[src/rtl/alu_wb_stage_if.sv]
// Bus between the ALU/issue side and the writeback stage: result input,
// register-file write port, status-register outputs and hazard query.
interface alu_wb_stage_if #(
    parameter int DATA_W = 64,
    parameter int IDX_W  = 6
);
    logic              inValid;
    logic              inReady;
    logic [3:0]        inOp;
    logic [IDX_W-1:0]  inRd;
    logic [DATA_W-1:0] inDst;
    logic [3:0]        inSr;
    logic              wbStall;
    logic              regWrEn;
    logic [IDX_W-1:0]  regWrIdx;
    logic [DATA_W-1:0] regWrData;
    logic [3:0]        srCommit;
    logic [3:0]        srFwd;
    logic [IDX_W-1:0]  queryIdx;
    logic              queryHit;
    logic [1:0]        count;

    modport master (
        output inValid, inOp, inRd, inDst, inSr, wbStall, queryIdx,
        input  inReady, regWrEn, regWrIdx, regWrData, srCommit, srFwd,
               queryHit, count
    );

    modport slave (
        input  inValid, inOp, inRd, inDst, inSr, wbStall, queryIdx,
        output inReady, regWrEn, regWrIdx, regWrData, srCommit, srFwd,
               queryHit, count
    );
endinterface

[src/rtl/alu_wb_stage.sv]
// ALU writeback stage: 2-entry result buffer draining into the register-file
// write port, architectural SR, forwarded SR and pending-write hazard flag.
module alu_wb_stage #(
    parameter int DATA_W = 64,
    parameter int IDX_W  = 6
) (
    input  logic          clk,
    input  logic          reset,
    alu_wb_stage_if.slave bus
);
    typedef struct packed {
        logic [3:0]        op;
        logic [IDX_W-1:0]  rd;
        logic [DATA_W-1:0] dst;
        logic [3:0]        sr;
    } entry_t;

    entry_t     mem_q [2];
    logic       head_q, head_d;
    logic       tail_q, tail_d;
    logic [1:0] count_q, count_d;
    logic [3:0] sr_q, sr_d;

    logic       push, pop;
    entry_t     head_e;
    logic [1:0] ent_vld;
    logic       yng;

    // Ops 1..A write a register; B..F only touch SR; 0 is a bubble.
    function automatic logic is_reg_write(input logic [3:0] op);
        return (op != 4'h0) && (op <= 4'hA);
    endfunction

    always_comb begin
        push    = bus.inValid && (count_q != 2'd2);
        pop     = (count_q != 2'd0) && !bus.wbStall;
        head_e  = mem_q[head_q];
        head_d  = head_q ^ pop;
        tail_d  = tail_q ^ push;
        count_d = count_q;
        if (push && !pop)
            count_d = count_q + 2'd1;
        else if (pop && !push)
            count_d = count_q - 2'd1;
        sr_d = sr_q;
        if (pop && (head_e.op != 4'h0))
            sr_d = head_e.sr;
    end

    // NOTE: non-blocking assignments keep every register sampling pre-edge values.
    always_ff @(posedge clk or negedge reset) begin
        if (!reset) begin
            head_q  <= 1'b0;
            tail_q  <= 1'b0;
            count_q <= 2'd0;
            sr_q    <= 4'h0;
        end else begin
            head_q  <= head_d;
            tail_q  <= tail_d;
            count_q <= count_d;
            sr_q    <= sr_d;
        end
    end

    // NOTE: entry storage is deliberately not reset; count_q alone marks entries valid.
    always_ff @(posedge clk) begin
        if (push)
            mem_q[tail_q] <= '{op: bus.inOp, rd: bus.inRd, dst: bus.inDst, sr: bus.inSr};
    end

    always_comb begin
        ent_vld = 2'b00;
        if (count_q == 2'd2)
            ent_vld = 2'b11;
        else if (count_q == 2'd1)
            ent_vld = 2'b01 << head_q;
        yng = ~tail_q;

        bus.inReady   = (count_q != 2'd2);
        bus.count     = count_q;
        bus.srCommit  = sr_q;
        bus.regWrEn   = pop && is_reg_write(head_e.op);
        bus.regWrIdx  = (count_q != 2'd0) ? head_e.rd  : '0;
        bus.regWrData = (count_q != 2'd0) ? head_e.dst : '0;

        // The older entry is considered first so the youngest non-bubble wins.
        bus.srFwd = sr_q;
        if (ent_vld[head_q] && (mem_q[head_q].op != 4'h0))
            bus.srFwd = mem_q[head_q].sr;
        if ((count_q == 2'd2) && (mem_q[yng].op != 4'h0))
            bus.srFwd = mem_q[yng].sr;

        bus.queryHit = 1'b0;
        for (int i = 0; i < 2; i++) begin
            if (ent_vld[i] && is_reg_write(mem_q[i].op) && (mem_q[i].rd == bus.queryIdx))
                bus.queryHit = 1'b1;
        end
    end
endmodule

[src/flat_wrapper.sv]
// flat-port wrapper written by rule: the top's interface ports become plain ports
module alu_wb_stage_flat 
#(
    parameter int DATA_W = 64,
    parameter int IDX_W  = 6
)
  (clk, reset, bus_inValid, bus_inOp, bus_inRd, bus_inDst, bus_inSr, bus_wbStall, bus_queryIdx, bus_inReady, bus_regWrEn, bus_regWrIdx, bus_regWrData, bus_srCommit, bus_srFwd, bus_queryHit, bus_count);
  alu_wb_stage_if #(.DATA_W(DATA_W), .IDX_W(IDX_W)) bus_i ();
  input  logic clk;
  input  logic reset;
  input wire logic [$bits(bus_i.inValid)-1:0] bus_inValid;
  input wire logic [$bits(bus_i.inOp)-1:0] bus_inOp;
  input wire logic [$bits(bus_i.inRd)-1:0] bus_inRd;
  input wire logic [$bits(bus_i.inDst)-1:0] bus_inDst;
  input wire logic [$bits(bus_i.inSr)-1:0] bus_inSr;
  input wire logic [$bits(bus_i.wbStall)-1:0] bus_wbStall;
  input wire logic [$bits(bus_i.queryIdx)-1:0] bus_queryIdx;
  output wire logic [$bits(bus_i.inReady)-1:0] bus_inReady;
  output wire logic [$bits(bus_i.regWrEn)-1:0] bus_regWrEn;
  output wire logic [$bits(bus_i.regWrIdx)-1:0] bus_regWrIdx;
  output wire logic [$bits(bus_i.regWrData)-1:0] bus_regWrData;
  output wire logic [$bits(bus_i.srCommit)-1:0] bus_srCommit;
  output wire logic [$bits(bus_i.srFwd)-1:0] bus_srFwd;
  output wire logic [$bits(bus_i.queryHit)-1:0] bus_queryHit;
  output wire logic [$bits(bus_i.count)-1:0] bus_count;
  assign bus_i.inValid = bus_inValid;
  assign bus_i.inOp = bus_inOp;
  assign bus_i.inRd = bus_inRd;
  assign bus_i.inDst = bus_inDst;
  assign bus_i.inSr = bus_inSr;
  assign bus_i.wbStall = bus_wbStall;
  assign bus_i.queryIdx = bus_queryIdx;
  assign bus_inReady = bus_i.inReady;
  assign bus_regWrEn = bus_i.regWrEn;
  assign bus_regWrIdx = bus_i.regWrIdx;
  assign bus_regWrData = bus_i.regWrData;
  assign bus_srCommit = bus_i.srCommit;
  assign bus_srFwd = bus_i.srFwd;
  assign bus_queryHit = bus_i.queryHit;
  assign bus_count = bus_i.count;
  alu_wb_stage #(.DATA_W(DATA_W), .IDX_W(IDX_W)) u_core (.clk(clk), .reset(reset), .bus(bus_i));
endmodule
[config.mk]
export PLATFORM = sky130hd
export DESIGN_NAME = alu_wb_stage_flat
export DESIGN_NICKNAME = d
export VERILOG_FILES = /design/src/rtl/alu_wb_stage_if.sv /design/src/rtl/alu_wb_stage.sv /design/src/flat_wrapper.sv
export SDC_FILE = /design/constraint.sdc
export NUM_CORES = 1
export LEC_CHECK = 0
export ABC_AREA = 1
export ABC_CLOCK_PERIOD_IN_PS = 3520
export BUFFER_PORTS_ARGS = -buffer_cell sky130_fd_sc_hd__buf_2
export CORE_MARGIN = 3
export CORE_UTILIZATION = 48
export DETAILED_ROUTE_END_ITERATION = 6
export GPL_TIMING_DRIVEN = 1
export PLACE_DENSITY = 0.83
export SLEW_MARGIN = 10
export SYNTH_ARGS = -nofsm -noshare
export SYNTH_HDL_FRONTEND = slang
export SYNTH_SLANG_ARGS = --single-unit
export TNS_END_PERCENT = 20
[constraint.sdc]
create_clock -name clk -period 3.52 [get_ports clk]
set_clock_uncertainty 0.05 [all_clocks]
set_input_delay 0.352 -clock clk [delete_from_list [all_inputs] [get_ports clk]]
set_output_delay 0.352 -clock clk [all_outputs]
set_load 0.1 [all_outputs]
After elaboration in Yosys (flattened, before gate mapping)
Memory sizes are Yosys's and may differ from the RTL's.
Cells that the tools add are included.
Storage, ports and cells
  register bits after elaboration: 8
  memory bits (writable): 156
  input port bits: 88
  output and inout bits: 83
  logic and storage cells: 58
  memories kept: 1
Cells by class
  add/sub/neg operators: 2
  $lt $le $gt $ge: 4
  equality and inequality tests: 5
  shifts and indexed selects: 1
  mux-type cells: 14
  bitwise operators: 3
  reduce and logical (&&, ||, !) cells: 24
Memory list
  u_core.mem_q: depth 2, width 78, rd ports 4, clocked after memory_dff 0, wr ports 1, line alu_wb_stage.sv:18  | entry_t mem_q [2];
Operator list (number)
  $mux 64: 1
  $reduce_bool 4->1: 4
  $logic_and 1x1->1: 15
  $eq 6x6->1: 2
  $le 4x4->1 const B: 3
  $mux 2: 4
  $mux 4: 2
  $mux 1: 6
  $mux 6: 1
  $reduce_bool 2->1: 2
  $logic_not 1->1: 3
  $add 2x1->2 const B: 1
  $eq 2x1->1 const B: 1
  $eq 2x2->1 const B: 1
  $lt 1x2->1 const B: 1
  $ne 2x2->1 const B: 1
  $shl 1x1->2 const A: 1
  $sub 2x1->2 const B: 1
  $xor 1x1->1: 2
  $not 1->1: 1

Longest topological paths before layout
  word-level depth: 8
  mapped depth: 9
  mapped depth without buffers: 9

Worst setup path before layout
No wires, ideal clock.
  path type: register -> output
  start point: reg u_core.count_q[0], in the netlist u_core.bus.count[0]
  end point: out bus_regWrIdx[2]
  arrival time: 3.961 ns
  required time: 3.118 ns
  setup slack: -0.843 ns
  cell stages (with the launch flop): 6
  path buffers: 2
  cells stage by stage: dfrtp_1 > inv_1 > ha_1 > clkbuf_1 > clkbuf_1 > a211oi_1
On the way
  word-level cells in the longest chain between the ends: 2
Ends and longest elaborated chain
  start, declared: line alu_wb_stage.sv:21  | logic [1:0] count_q, count_d;
  start signal, assigned: line alu_wb_stage.sv:60  | count_q <= count_d;
  $reduce_bool 2->1: line alu_wb_stage.sv:83  | bus.regWrIdx = (count_q != 2'd0) ? head_e.rd : '0;
  $mux 6: line alu_wb_stage.sv:83
  end, declared: line flat_wrapper.sv:20  | output wire logic [$bits(bus_i.regWrIdx)-1:0] bus_regWrIdx;
Every way passes these cells.

Worst setup path in the final report
  start point: reg u_core.head_q
  end point: out bus_queryHit
On the way
  word-level cells in the longest chain between the ends: 7
  elaborated cells between the ends (all ways): 9
  classes of those cells: shift: 1; mux: 4; reduce/logical: 4
Ends and longest elaborated chain
  start, declared: line alu_wb_stage.sv:19  | logic head_q, head_d;
  start signal, assigned: line alu_wb_stage.sv:53  | head_q <= 1'b0;
  start signal, assigned: line alu_wb_stage.sv:58  | head_q <= head_d;
  $shl 1x1->2 (*): line alu_wb_stage.sv:76  | ent_vld = 2'b01 << head_q;
  $mux 2 (*): line alu_wb_stage.sv:75  | else if (count_q == 2'd1)
  $mux 2 (*): line alu_wb_stage.sv:73  | if (count_q == 2'd2)
  $logic_and 1x1->1 (2 in series): line alu_wb_stage.sv:95  | if (ent_vld[i] && is_reg_write(mem_q[i].op) && (mem_q[i].rd == bus.queryIdx))
  $mux 1: line alu_wb_stage.sv:95
  $mux 1 (*): line alu_wb_stage.sv:95
  end, declared: line flat_wrapper.sv:24  | output wire logic [$bits(bus_i.queryHit)-1:0] bus_queryHit;
Every way passes the cells marked *; elsewhere a longest branch is shown, timed or not.

==> results by group <==
Layout
  – Final Non-Filler Cells: 895
  – Antenna cell count: 0
  – Final #Nets: 800
  – Share of post-route cells with drive strength above 1: 30.3%
  – Layout Area Growth over Synthesis: 26.8%

Critical path
  – Critical Path End Type: output pin
  – Worst r2r src: u_core.bus.count[0]$_DFFE_PN0P_
  – R2r setup slk: approximately 1.0 ns
  – Startpoint Class: flop
  – Critical Path Max Stage Delay: just under 0.7 ns
  – Worst endpoint required time: 3.12 ns
  – Delay-heaviest family, CP: buffers and inverters
  – Reg2Reg Depth: 5
  – Crit path cell chain: inv_2 -> buf_4 -> a21oi_1 -> nor3_1 -> nand3_1 -> nand2_1 -> buf_2
  – CP max FO: 43
  – Worst r2r dst: u_core.mem_q[0][10]$_DFFE_PP_
  – CP max stage cell: dfrtp_2
  – Worst Path Arrival: 2.84 ns
  – CP bufs+invs: 3
  – WS Path Type: flop to output pin

CTS
  – CTS HTree Levels: 4
  – Worst skew pair latency: around 0.42 ns
  – Total CTS buffers: 17
  – Max clock buf depth: 2
  – CTS tree: yes
  – Root Buffer: clkbuf_16
  – CTS sink count: 164
  – Worst-path clk slew: roughly 0.06 ns

Yosys
  – Mapped Avg Cell Area: 12.3 sq um
  – Synth warn: 0
  – Sequential share of the synthesized area: 73.8%
  – Async set-reset flop share out of synthesis: around 5%
  – Synth Register Bits: approximately 160
  – Cells after synthesis: 536
  – Syn Nets: 630
  – Post-synth top flop: edfxtp_1
  – EDFF count, synth: between 150 and 200
  – Post-Syn Area: 6620 sq um
  – Post-synth cell types: 25

Placement
  – Inst Count DP: 862
  – RePlAce Congestion: 0.843
  – Post-DP HPWL: 9530 um
  – Pre-CTS setup slack: 0.708 ns
  – Port Buf Inserts: 170

STA
  – Worst slew pin tran: 0.900 ns
  – # setup viols final: 0
  – Sum Neg Setup Slack: 0 ns
  – Worst hold margin: 0.0701 ns
  – Max-slew violations: 0
  – Post-layout minimum cycle time: around 3.2 ns
  – Unrepaired setup endpoints after global routing: no
  – Fin. Hold Viols: 0
  – Achievable Freq: 308 MHz
  – Slew Limit Headroom: 40.0%
  – Crit share post-route: 92.1%
  – Final setup margin: between 0.2 and 0.3 ns

Route
  – Vias per std cell: roughly 5.1
  – Routed Antenna Nets: 0
  – Routed len/inst: between 15 and 20 um
  – DR DRC count: 0
  – Routed WL: 14,300 um
  – Vias after detailed routing: 4,598
  – Drt first pass iters: 5
  – 1st-iter DRT viols: 322

Floorplan
  – Placeable Area: 13,300 sq um
  – Starting Density: 49.6%
  – FP Rows: 42
  – Die Y: 123 um
  – Die Width: between 100 and 150 um
  – IO Pins: 171
  – Die area: between 15,000 and 20,000 sq um

GRT
  – Gr ovfl total: 0
  – GRT met3 Usage: 6.13%
  – Initial antenna violation count: 0
  – Grt met1 use: a little under a quarter
  – Gr busiest metal: met2
  – GR Layer Usage met2: roughly a third
  – Largest net degree at the start of global routing: 53
  – Gr usage total: 19.3%
  – First-pass GRT wire length: ~22,000 um
  – Vias in the first global route: around 4,500

Min path
  – Worst hold path endpoint: u_core.mem_q[0][2]$_DFFE_PP_
  – Cell count of the worst hold path: 1
  – Worst Hold Class: primary input to flop
  – Worst Hold Launch: bus_inSr[2]

Job
  – MaxCap Viol Count: 0

Outcome
  – Status: complete, no violations
layout make-up:
class | instances | area (sq um)
clock buffers | 17 | 425
clock inverters | 15 | 235
fillers | 1026 | 4960
inverters | 22 | 82.6
multi-input cells | 324 | 1540
flip-flops and latches | 164 | 4890
well taps | 176 | 220
repair buffers | 177 | 1010
synth_stat cells, drive strengths merged, types with 2 or more instances:
cell type  count  area share, %
nor2          14           0.83
nand4          6           0.57
nand3         13           0.98
dfrtp          8            3.0
a21oi         70            5.3
nor3           4           0.30
inv           22            1.2
xnor2          3           0.40
o21ai         17            1.3
nand2        177             10
a211oi         2           0.23
buf           13            1.4
xor2          10            1.3
edfxtp       156             71
ha             6            1.1
clkbuf        13           0.74
metal layers:
layer	share of wire, %	up-vias
li1	-	2205
met1	40	2188
met2	51	191
met3	7.8	14
met4	1.2	0
met5	0	-
worst register-to-register path, stage by stage (launching register included):
cell and delay (ns):
dfrtp_1 0.41, inv_1 0.09, ha_1 0.32, nor2_1 0.42
ha_4 0.48, buf_12 0.36
metrics by stage:
| step | cell area (sq um) | util [%] |
|---|---|---|
| finish | 8390 | 62.9 |
| global route | 8390 | 62.9 |
| floorplan | 6620 | - |
| CTS | 8390 | 62.9 |
| detailed placement | 7720 | 57.8 |
| global placement | 7720 | 57.8 |
state kept, by name, indices dropped and copies added, names as in the netlist:
register	cells
u_core.bus.count	2
u_core.bus.srCommit	4
u_core.tail_q	1
u_core.mem_q	156
u_core.head_q	1
worst max path at each step:
stage,to,from,cells after the start,slack [ns]
after detailed placement,bus_queryHit,u_core.head_q$_DFF_PN0_,7,0.71
after CTS,bus_queryHit,u_core.head_q$_DFF_PN0_,7,0.26
after floorplan,bus_regWrIdx[2],u_core.bus.count[0]$_DFFE_PN0P_,5,-0.84
after global placement,bus_queryHit,u_core.head_q$_DFF_PN0_,7,0.75
final,bus_queryHit,u_core.head_q$_DFF_PN0_,7,0.28
after global routing,bus_queryHit,u_core.head_q$_DFF_PN0_,7,0.08
layout by cell type, fill, tap and decap left out, drive strengths merged:
| cell type | n |
|---|---|
| nor3 | 4 |
| nand3 | 13 |
| clkinvlp | 2 |
| nor3b | 1 |
| nand2 | 177 |
| buf | 176 |
| clkinv | 6 |
| inv | 23 |
| or2 | 1 |
| o21ai | 17 |
| dlygate4sd3 | 1 |
| edfxtp | 156 |
| clkbuf | 17 |
| bufinv | 6 |
| ha | 6 |
| a211oi | 2 |
| nand4 | 6 |
| xnor2 | 3 |
| dfrtp | 8 |
| a21oi | 70 |
| nor2 | 14 |
| xor2 | 10 |
kinds of logic (layout without fill, tap and decap cells):
logic type / Yosys count / count (layout) / share of synthesized area (%)
and+or+nand+nor: 216 / 216 / 13.1
DFF: 164 / 164 / 73.8
AOI/OAI and AO/OA: 89 / 89 / 6.81
buffers and inverters: 48 / 231 / 3.37
xor gates and xnor gates: 13 / 13 / 1.72
adders and majority gates: 6 / 6 / 1.13
timing repair:
item                      4_1_cts  5_1_grt
hold buffers                    1        0
gates resized for setup         0        0
setup buffers                   0        0
hold endpoints to repair        8        0
Power is left out: the tool's default activity adds up to more than one toggle a clock period on the data nets, which glitch-free logic cannot reach.
